$ cat src/rtl/if_fetch.sv
// if_fetch: PC owner, BRAM fetch issue and small instruction FIFO.
// Optional IF_MISALIGN_CHK_EN adds a registered misaligned-jump pulse.
module if_fetch #(
  parameter logic [31:0] RESET_PC = 32'h0000_0000,
  parameter int          DEPTH    = 2
) (
  input  logic        clk,
  input  logic        rst,
  input  logic        jump_en_i,
  input  logic [31:0] jump_addr_i,
  output logic [31:0] rom_addr_o,
  input  logic [31:0] rom_data_i,
  output logic [31:0] inst_o,
  output logic [31:0] inst_addr_o,
  output logic        inst_valid_o,
  input  logic        inst_ready_i
`ifdef IF_MISALIGN_CHK_EN
  ,
  output logic        misalign_o
`endif
);

  localparam int AW = $clog2(DEPTH);
  localparam int CW = $clog2(DEPTH + 1);

  logic [31:0]   pc;
  logic          inflight;
  logic [31:0]   inflight_addr;
  logic [31:0]   mem_addr [DEPTH];
  logic [31:0]   mem_inst [DEPTH];
  logic [AW-1:0] wptr;
  logic [AW-1:0] rptr;
  logic [CW-1:0] count;

  logic          pop;
  logic          issue;
  logic          capture;
  logic [CW:0]   occ;

  // handshake, issue gating and capture decisions
  always_comb begin
    inst_valid_o = (count != '0) & ~jump_en_i;
    pop          = inst_valid_o & inst_ready_i;
    capture      = inflight & ~jump_en_i;
    occ          = {1'b0, count}
                 + (CW+1)'(inflight)
                 - (CW+1)'(pop);
    issue        = ~jump_en_i
                 & (occ < (CW+1)'(DEPTH));
  end

  assign rom_addr_o  = pc;
  assign inst_o      = mem_inst[rptr];
  assign inst_addr_o = mem_addr[rptr];

  // PC and in-flight tracking; a jump overrides any issue
  always_ff @(posedge clk or negedge rst) begin
    if (!rst) begin
      pc            <= RESET_PC;
      inflight      <= 1'b0;
      inflight_addr <= '0;
    end else if (jump_en_i) begin
      pc            <= {jump_addr_i[31:2], 2'b00};
      inflight      <= 1'b0;
    end else if (issue) begin
      pc            <= pc + 32'd4;
      inflight      <= 1'b1;
      inflight_addr <= pc;
    end else begin
      inflight      <= 1'b0;
    end
  end

  // FIFO pointers and occupancy; a jump flushes everything
  always_ff @(posedge clk or negedge rst) begin
    if (!rst) begin
      wptr  <= '0;
      rptr  <= '0;
      count <= '0;
    end else if (jump_en_i) begin
      wptr  <= '0;
      rptr  <= '0;
      count <= '0;
    end else begin
      if (capture) wptr <= wptr + AW'(1);
      if (pop)     rptr <= rptr + AW'(1);
      count <= count
             + CW'(capture)
             - CW'(pop);
    end
  end

  // FIFO storage: returned word tagged with its fetch address
  always_ff @(posedge clk or negedge rst) begin
    if (!rst) begin
      for (int i = 0; i < DEPTH; i++) begin
        mem_addr[i] <= '0;
        mem_inst[i] <= '0;
      end
    end else if (capture) begin
      mem_addr[wptr] <= inflight_addr;
      mem_inst[wptr] <= rom_data_i;
    end
  end

`ifdef IF_MISALIGN_CHK_EN
  // one-cycle flag after a jump to a non word-aligned target
  always_ff @(posedge clk or negedge rst) begin
    if (!rst) misalign_o <= 1'b0;
    else      misalign_o <= jump_en_i
                          & (|jump_addr_i[1:0]);
  end
`else
  logic unused_lo;
  assign unused_lo = ^jump_addr_i[1:0];
`endif

endmodule
$ cat config.mk
export PLATFORM = sky130hd
export DESIGN_NAME = if_fetch
export DESIGN_NICKNAME = d
export VERILOG_FILES = /design/src/rtl/if_fetch.sv
export SDC_FILE = /design/constraint.sdc
export NUM_CORES = 1
export LEC_CHECK = 0
export BUFFER_PORTS_ARGS = -buffer_cell sky130_fd_sc_hd__buf_2
export CELL_PAD_IN_SITES_DETAIL_PLACEMENT = 0
export CELL_PAD_IN_SITES_GLOBAL_PLACEMENT = 2
export CORE_MARGIN = 5
export CORE_UTILIZATION = 37
export CTS_CLUSTER_SIZE = 16
export DETAILED_ROUTE_END_ITERATION = 6
export GPL_ROUTABILITY_DRIVEN = 0
export PLACE_DENSITY = 0.75
export SETUP_SLACK_MARGIN = 0.1
export SLEW_MARGIN = 20
export SYNTH_ARGS = -nofsm -noshare
export SYNTH_HDL_FRONTEND = slang
export SYNTH_SLANG_ARGS = --single-unit
$ cat constraint.sdc
create_clock -name clk -period 3.6 [get_ports clk]
set_input_delay 0.54 -clock clk [delete_from_list [all_inputs] [get_ports clk]]
set_output_delay 0.54 -clock clk [all_outputs]
set_load 0.005 [all_outputs]
==> implementation parameters, run 1 <==
Parameter                              Value

Critical path
  Worst Setup SP    count[0]
  Crit path depth    10
  List of cells traversed by the critical path    o21ba_2, nand2_1, buf_4, and2_1, o21ai_0, fa_1, xor2_1, or4_4, or4_1, a31oi_1
  Capturing element type of the critical path    register
  Number of cell instances on the worst register-to-register path    10
  Data required time at the worst endpoint    3940 ps
  Kind of start point of the critical path    register
  Maximum single-stage delay on the critical path    640 ps
  CP top delay family    simple AND/OR/NAND/NOR gates
  Reg-to-reg startpoint    count[0]
  WP buf/inv    1
  Crit path DAT    3400 ps
  Type of the worst setup path    register to register
  Largest fanout on the critical path    12
  Cell type of the slowest stage on the worst timing path    sky130_fd_sc_hd__or4_4

Clocking
  Clock sink count    189
  Post-cts hold buffer count    0
  H-Tree Depth    4
  CTS Root Cell    sky130_fd_sc_hd__clkbuf_16
  Cts repair resizes    0
  Clock tree buffer depth    2
  Clock slew seen by the registers of the worst setup and hold paths    70 ps
  Clock buffer count from CTS    17
  Post-CTS repair timing setup buffer count    0
  Skew-Pair Late Insertion Delay    420 ps
  TritonCTS clock tree    yes

Yosys
  Area of the mapped netlist    0.00865 sq mm
  Combinational family with the most area after synthesis    multiplexers
  Area share of and/or/nand/nor cells after synthesis    8.81%
  Post-Synth Adder-Cell Area    0.521%
  Most used flip-flop cell after synthesis    sky130_fd_sc_hd__dfrtp_1
  Xor/xnor share of the synthesized area    1.11%
  Cells after synthesis    667
  Multiplexer share of the synthesized area    28.1%
  Number of flip-flops and latches in the synthesized netlist    189
  Number of flops mapped to enable cells by yosys    0
  Async set-reset flop share out of synthesis    100%
  Compound-gate portion of the synthesized area    4.40%
  Synthesized area per cell    13.0 sq um
  Yosys warns    0
  Share of synthesized area occupied by flip-flops and latches    54.7%
  Distinct cell type count after synthesis    43

Power
  Cell Int Power    5.88 mW
  Net switching share of the total power    30.7%
  Proportion of power drawn by combinational gates    35.0%
  Relative contribution of the clock network to total power    22.2%
  Sequential cell fraction of total power    42.8%
  Worst IR drop on VDD    0.345 mV
  Switching power summed over all nets    2.60 mW
  Power density of the placed cells    809 mW/mm^2
  Static leakage    4.52 nW

Routing
  Total via count in the routed design    5903
  Length of the first detailed-routing pass in iterations    5
  Avg Vias per Cell    5.10
  Average wire per standard cell    18.5 um
  Total wirelength of the detailed-routed design    21400 um
  Number of nets with antenna violations after routing    0
  Iter 0 DRT Violations    328
  DRC errors left    0

Floorplan
  Chip Height    163 um
  Top-level I/O count    165
  Starting Density    37.2%
  Standard cell core area    0.0233 sq mm
  Die Area    0.0265 sq mm
  Std-Cell Rows    56
  DIE WIDTH    163 um

Global routing
  First-pass GRT wire length    34300 um
  GRT Total Usage    16.4%
  Pin count of the biggest net entering global routing    98
  Via count of the first global-routing pass    6391
  Number of antenna violations at the first check in global routing    1
  Overflow left after global routing    0

Finish
  Design Area, Final    0.0105 sq mm
  Count of filler cells inserted in the layout    2209
  Combined area of the multi-input logic cells    0.00375 sq mm
  Commonest non-fill, non-tap cell in the layout    sky130_fd_sc_hd__mux2_2
  Highest-count cells in the layout ignoring fill and taps    sky130_fd_sc_hd__mux2_2 (214), sky130_fd_sc_hd__dfrtp_1 (188), sky130_fd_sc_hd__buf_2 (157)
  NumNets Final    896
  Area growth from synthesis to layout    21.2%
  Share of the core filled with cells    45.0%
  Layout cells sized above 1    51.0%
  Register area    0.00473 sq mm

Timing
  Max Freq    327 MHz
  Worst clock skew on the final layout    11.4 ps
  Fin. max-slew vios    0
  Setup violation total in the final timing report    0
  Smallest setup slack after layout    539 ps
  Hold violation count in the final report    0
  Smallest hold slack    167 ps
  Final critical path time including I/O delays and setup    3060 ps
  Final total negative setup slack    0 ps
  Relative slew slack    43.0%
  Post-route clock period utilization    85.0%
  Pin slew with the least headroom to its limit    847 ps
  Unrepaired setup endpoints after global routing    false

Job
  Count of max-cap constraint violations    0

Placed design
  Placement Setup Slack    292 ps
  PortBufs    158
  Detailed Place HPWL    15000 um
  Placed Instance Area    0.00989 sq mm

Run status
  Status    finished clean

Worst hold path
  Path class of the lowest-slack min-delay path    input pin to asynchronous set/reset pin
-- Yosys cell counts (5+ instances only) --
library cell,n,area [sq um]
sky130_fd_sc_hd__nor4_1,6,37.5
sky130_fd_sc_hd__nand4_1,14,87.6
sky130_fd_sc_hd__o21ai_0,22,110
sky130_fd_sc_hd__or4_1,11,82.6
sky130_fd_sc_hd__dfrtp_1,189,4730
sky130_fd_sc_hd__nand2_1,31,116
sky130_fd_sc_hd__xor2_1,6,52.6
sky130_fd_sc_hd__clkbuf_1,23,86.3
sky130_fd_sc_hd__nor2_1,19,71.3
sky130_fd_sc_hd__a31oi_1,10,62.6
sky130_fd_sc_hd__nand3_1,27,135
sky130_fd_sc_hd__o31ai_1,7,52.6
sky130_fd_sc_hd__xnor2_1,5,43.8
sky130_fd_sc_hd__and3_1,5,31.3
sky130_fd_sc_hd__nor2b_1,8,50.1
sky130_fd_sc_hd__mux2_2,214,2410
sky130_fd_sc_hd__or3_1,5,31.3
sky130_fd_sc_hd__o211ai_1,5,37.5
sky130_fd_sc_hd__buf_2,8,40.0
-- worst paths after layout --
check	to	slack [ps]
worst max-delay path	rom_addr_o[21]	540
worst min-delay path	mem_inst[60]	170
worst max register to register	rom_addr_o[21]	540
worst min register to register	mem_addr[13]	500
max in group asynchronous	inflight_addr[15]	2540
min in group clk	rom_addr_o[5]	330
-- area by class of cell --
| class | instances | share of cell area, % |
|---|---|---|
| diodes | 1 | 0.0239 |
| clock buffers | 20 | 4.36 |
| clock inverters | 11 | 1.25 |
| inverters | 5 | 0.179 |
| multi-input cells | 436 | 35.8 |
| flip-flops and latches | 189 | 45.2 |
| well taps | 319 | 3.81 |
| repair buffers | 176 | 9.40 |
-- registers in the layout, indices dropped and copies added (netlist names) --
register	flops
inflight	1
wptr	1
mem_addr	60
rom_addr_o	30
mem_inst	64
inflight_addr	30
rptr	1
count	2
-- layer usage --
| metal | up-vias | wire length [um] | GRT usage (%) |
|---|---|---|---|
| li1 | 2756 | - | - |
| met1 | 2980 | 9560 | 21.4 |
| met2 | 148 | 10600 | 28.0 |
| met3 | 19 | 915 | 3.11 |
| met4 | 0 | 328 | 4.84 |
| met5 | - | 0 | 0 |
-- stage by stage --
step | instances | power (mW)
2_1_floorplan | 670 | 5.49
3_3_place_gp | 1125 | 6.53
3_5_place_dp | 1125 | 6.70
4_1_cts | 1156 | 8.63
5_1_grt | 1157 | 9.07
6_report | 1157 | 8.48
-- cells by family after synthesis --
family          count (synthesis)
fa+ha+maj                       3
compound gates                 60
buf+inv                        45
xor+xnor                       11
mux                           216
flops                         189
simple gates                  142
other cells                     1
-- power groups by stage --
| stage | clock network [mW] | registers, mW | logic, mW |
|---|---|---|---|
| after global routing | 2.04 | 3.76 | 3.27 |
| after CTS | 1.95 | 3.64 | 3.04 |
| after floorplan | 0 | 3.44 | 2.04 |
| after global placement | 0 | 3.59 | 2.94 |
| after detailed placement | 0 | 3.68 | 3.03 |
| final | 1.88 | 3.63 | 2.97 |
No activity file was read; power rests on OpenSTA's default activity.
==> run 2: changes to the inputs <==
Settings changed: PLACE_DENSITY 0.75 to 0.79.
==> run 2 against run 1 <==
Worst hold slack better by 14 ps. Clock power grew 5%. Die area is the same. Design area grew 0.37%. Critical path type unchanged.
==> implementation parameters, run 2 (synthesized netlist as in run 1, its figures left out) <==
Parameter                              Value

Run status
  Status    finished clean (unchanged)

Critical path
  Maximum single-stage delay on the critical path    630 ps (was 640 ps)
  List of cells traversed by the critical path    o21ba_2, nand2_1, buf_4, and2_1, o21ai_0, fa_1, inv_1, or4_4, or4_1, a31oi_1 (was o21ba_2, nand2_1, buf_4, and2_1, o21ai_0, fa_1, xor2_1, or4_4, or4_1, a31oi_1)
  Reg-to-reg startpoint    count[0] (unchanged)
  Kind of start point of the critical path    register (unchanged)
  Type of the worst setup path    register to register (unchanged)
  Number of cell instances on the worst register-to-register path    10 (unchanged)
  Crit path DAT    3480 ps (was 3400 ps)
  Cell type of the slowest stage on the worst timing path    sky130_fd_sc_hd__or4_4 (unchanged)
  Destination of the worst register-to-register timing path    rom_addr_o[21] (unchanged)
  Largest fanout on the critical path    12 (unchanged)
  Capturing element type of the critical path    register (unchanged)
  Data required time at the worst endpoint    3940 ps (about the same)
  R2R setup slack    460 ps (was 540 ps)

Timing
  Smallest setup slack after layout    464 ps (was 539 ps)
  Hold violation count in the final report    0 (unchanged)
  Post-route clock period utilization    87.1% (was 85.0%)
  Pin slew with the least headroom to its limit    791 ps (was 847 ps)
  Smallest hold slack    182 ps (was 167 ps)
  Unrepaired setup endpoints after global routing    false (unchanged)
  Fin. max-slew vios    0 (unchanged)
  Final critical path time including I/O delays and setup    3140 ps (was 3060 ps)
  Worst clock skew on the final layout    11.1 ps (was 11.4 ps)
  Relative slew slack    47.3% (was 43.0%)
  Setup violation total in the final timing report    0 (unchanged)
  Final total negative setup slack    0 ps (unchanged)
  Max Freq    319 MHz (was 327 MHz)

Clocking
  Cts repair resizes    0 (unchanged)
  Clock buffer count from CTS    17 (unchanged)
  Clock sink count    189 (unchanged)
  TritonCTS clock tree    yes (unchanged)
  H-Tree Depth    4 (unchanged)
  Clock slew seen by the registers of the worst setup and hold paths    70 ps (about the same)
  Skew-Pair Late Insertion Delay    420 ps (about the same)
  Post-cts hold buffer count    0 (unchanged)
  CTS Root Cell    sky130_fd_sc_hd__clkbuf_16 (unchanged)
  Clock tree buffer depth    2 (unchanged)
  Post-CTS repair timing setup buffer count    0 (unchanged)

Routing
  DRC errors left    0 (unchanged)
  Avg Vias per Cell    5.03 (was 5.10)
  Length of the first detailed-routing pass in iterations    4 (was 5)
  Iter 0 DRT Violations    311 (was 328)
  Total wirelength of the detailed-routed design    20700 um (was 21400 um)
  Number of nets with antenna violations after routing    0 (unchanged)
  Average wire per standard cell    17.9 um (was 18.5 um)
  Total via count in the routed design    5822 (was 5903)

Finish
  Count of filler cells inserted in the layout    2283 (was 2209)
  Area growth from synthesis to layout    21.6% (was 21.2%)
  ANT cells    0 (was 1)
  Design Area, Final    0.0105 sq mm (about the same)
  Commonest non-fill, non-tap cell in the layout    sky130_fd_sc_hd__mux2_2 (unchanged)
  Regs by FF count    mem_inst x64, mem_addr x60 (unchanged)
  Max FFs per register    64 (unchanged)
  Most flops, register    mem_inst (unchanged)
  Highest-count cells in the layout ignoring fill and taps    sky130_fd_sc_hd__mux2_2 (214), sky130_fd_sc_hd__dfrtp_1 (188), sky130_fd_sc_hd__buf_2 (157) (unchanged)
  NumNets Final    896 (unchanged)
  Layout cells sized above 1    51.0% (about the same)

Floorplan
  DIE WIDTH    163 um (unchanged)
  Top-level I/O count    165 (unchanged)
  Std-Cell Rows    56 (unchanged)
  Die Area    0.0265 sq mm (unchanged)
  Starting Density    37.2% (unchanged)
  Standard cell core area    0.0233 sq mm (unchanged)
  Chip Height    163 um (unchanged)

Global routing
  GRT Total Usage    15.9% (was 16.4%)
  Number of antenna violations at the first check in global routing    0 (was 1)
  Pin count of the biggest net entering global routing    96 (was 98)
  First-pass GRT wire length    33400 um (was 34300 um)
  Via count of the first global-routing pass    6010 (was 6391)
  Overflow left after global routing    0 (unchanged)

Placed design
  Placed Instance Area    0.00990 sq mm (was 0.00989 sq mm)
  Detailed Place HPWL    14400 um (was 15000 um)
  PortBufs    158 (unchanged)
  Placement Setup Slack    243 ps (was 292 ps)

Job
  Count of max-cap constraint violations    0 (unchanged)

Power
  Worst IR drop on VDD    0.257 mV (was 0.345 mV)
  Power density of the placed cells    810 mW/mm^2 (was 809 mW/mm^2)
  Static leakage    4.54 nW (was 4.52 nW)
  Total Power    8.52 mW (was 8.48 mW)

Worst hold path
  Path class of the lowest-slack min-delay path    input pin to asynchronous set/reset pin (unchanged)
==> run 2: cell count changes in the layout (fill, tap and decap cells not counted), sizes merged <==
cell,previous run,this run
clkbuf,21,22
diode,1,0
clkinvlp,3,2
bufinv,2,3
clkinv,2,4
inv,9,7
==> run 2: layout make-up <==
cell class	instances	area, sq um	share of cell area [%]
sequential	189	4730	45.0
multi-input combinational	436	3750	35.7
timing repair buffer	176	997	9.48
clock buffer	21	460	4.38
tap	319	399	3.80
clock inverter	11	156	1.49
inverter	5	18.8	0.178
==> run 2: layer usage <==
metal | share of wire (%) | up-vias | GRT usage [%]
met5 | 0 | - | 0
met2 | 48 | 136 | 26.2
li1 | - | 2766 | -
met4 | 0.78 | 0 | 3.43
met3 | 4.1 | 11 | 3.06
met1 | 47 | 2909 | 22.1
==> run 2: critical path, delay by kind of cell (launching register included) <==
family	cells	cell delay [ps]
and+or+nand+nor	4	1330
DFF	1	420
adders and majority gates	1	610
buffers and inverters	2	240
AOI/OAI and AO/OA	3	480
==> run 2: per-stage QoR <==
step | util [%] | std cells
floorplan | - | 670
global placement | 42.6 | 1125
detailed placement | 42.6 | 1125
CTS | 45.2 | 1157
global route | 45.2 | 1157
finish | 45.2 | 1157
==> run 2: power by group <==
| part | internal, mW | switching [mW] |
|---|---|---|
| Combinational | 1.76 | 1.19 |
| Clock | 1.14 | 0.827 |
| Sequential | 3.05 | 0.556 |
| Total | 5.95 | 2.57 |
==> run 2: how the worst max path moves through the flow <==
stage	from	end	slack, ps	cells past startpoint
CTS	count[0]	rom_addr_o[21]	450	10
global placement	jump_en_i	rom_addr_o[21]	230	10
detailed placement	jump_en_i	rom_addr_o[21]	240	10
global route	count[0]	rom_addr_o[21]	310	10
finish	count[0]	rom_addr_o[21]	460	10
floorplan	jump_en_i	rom_addr_o[15]	380	11
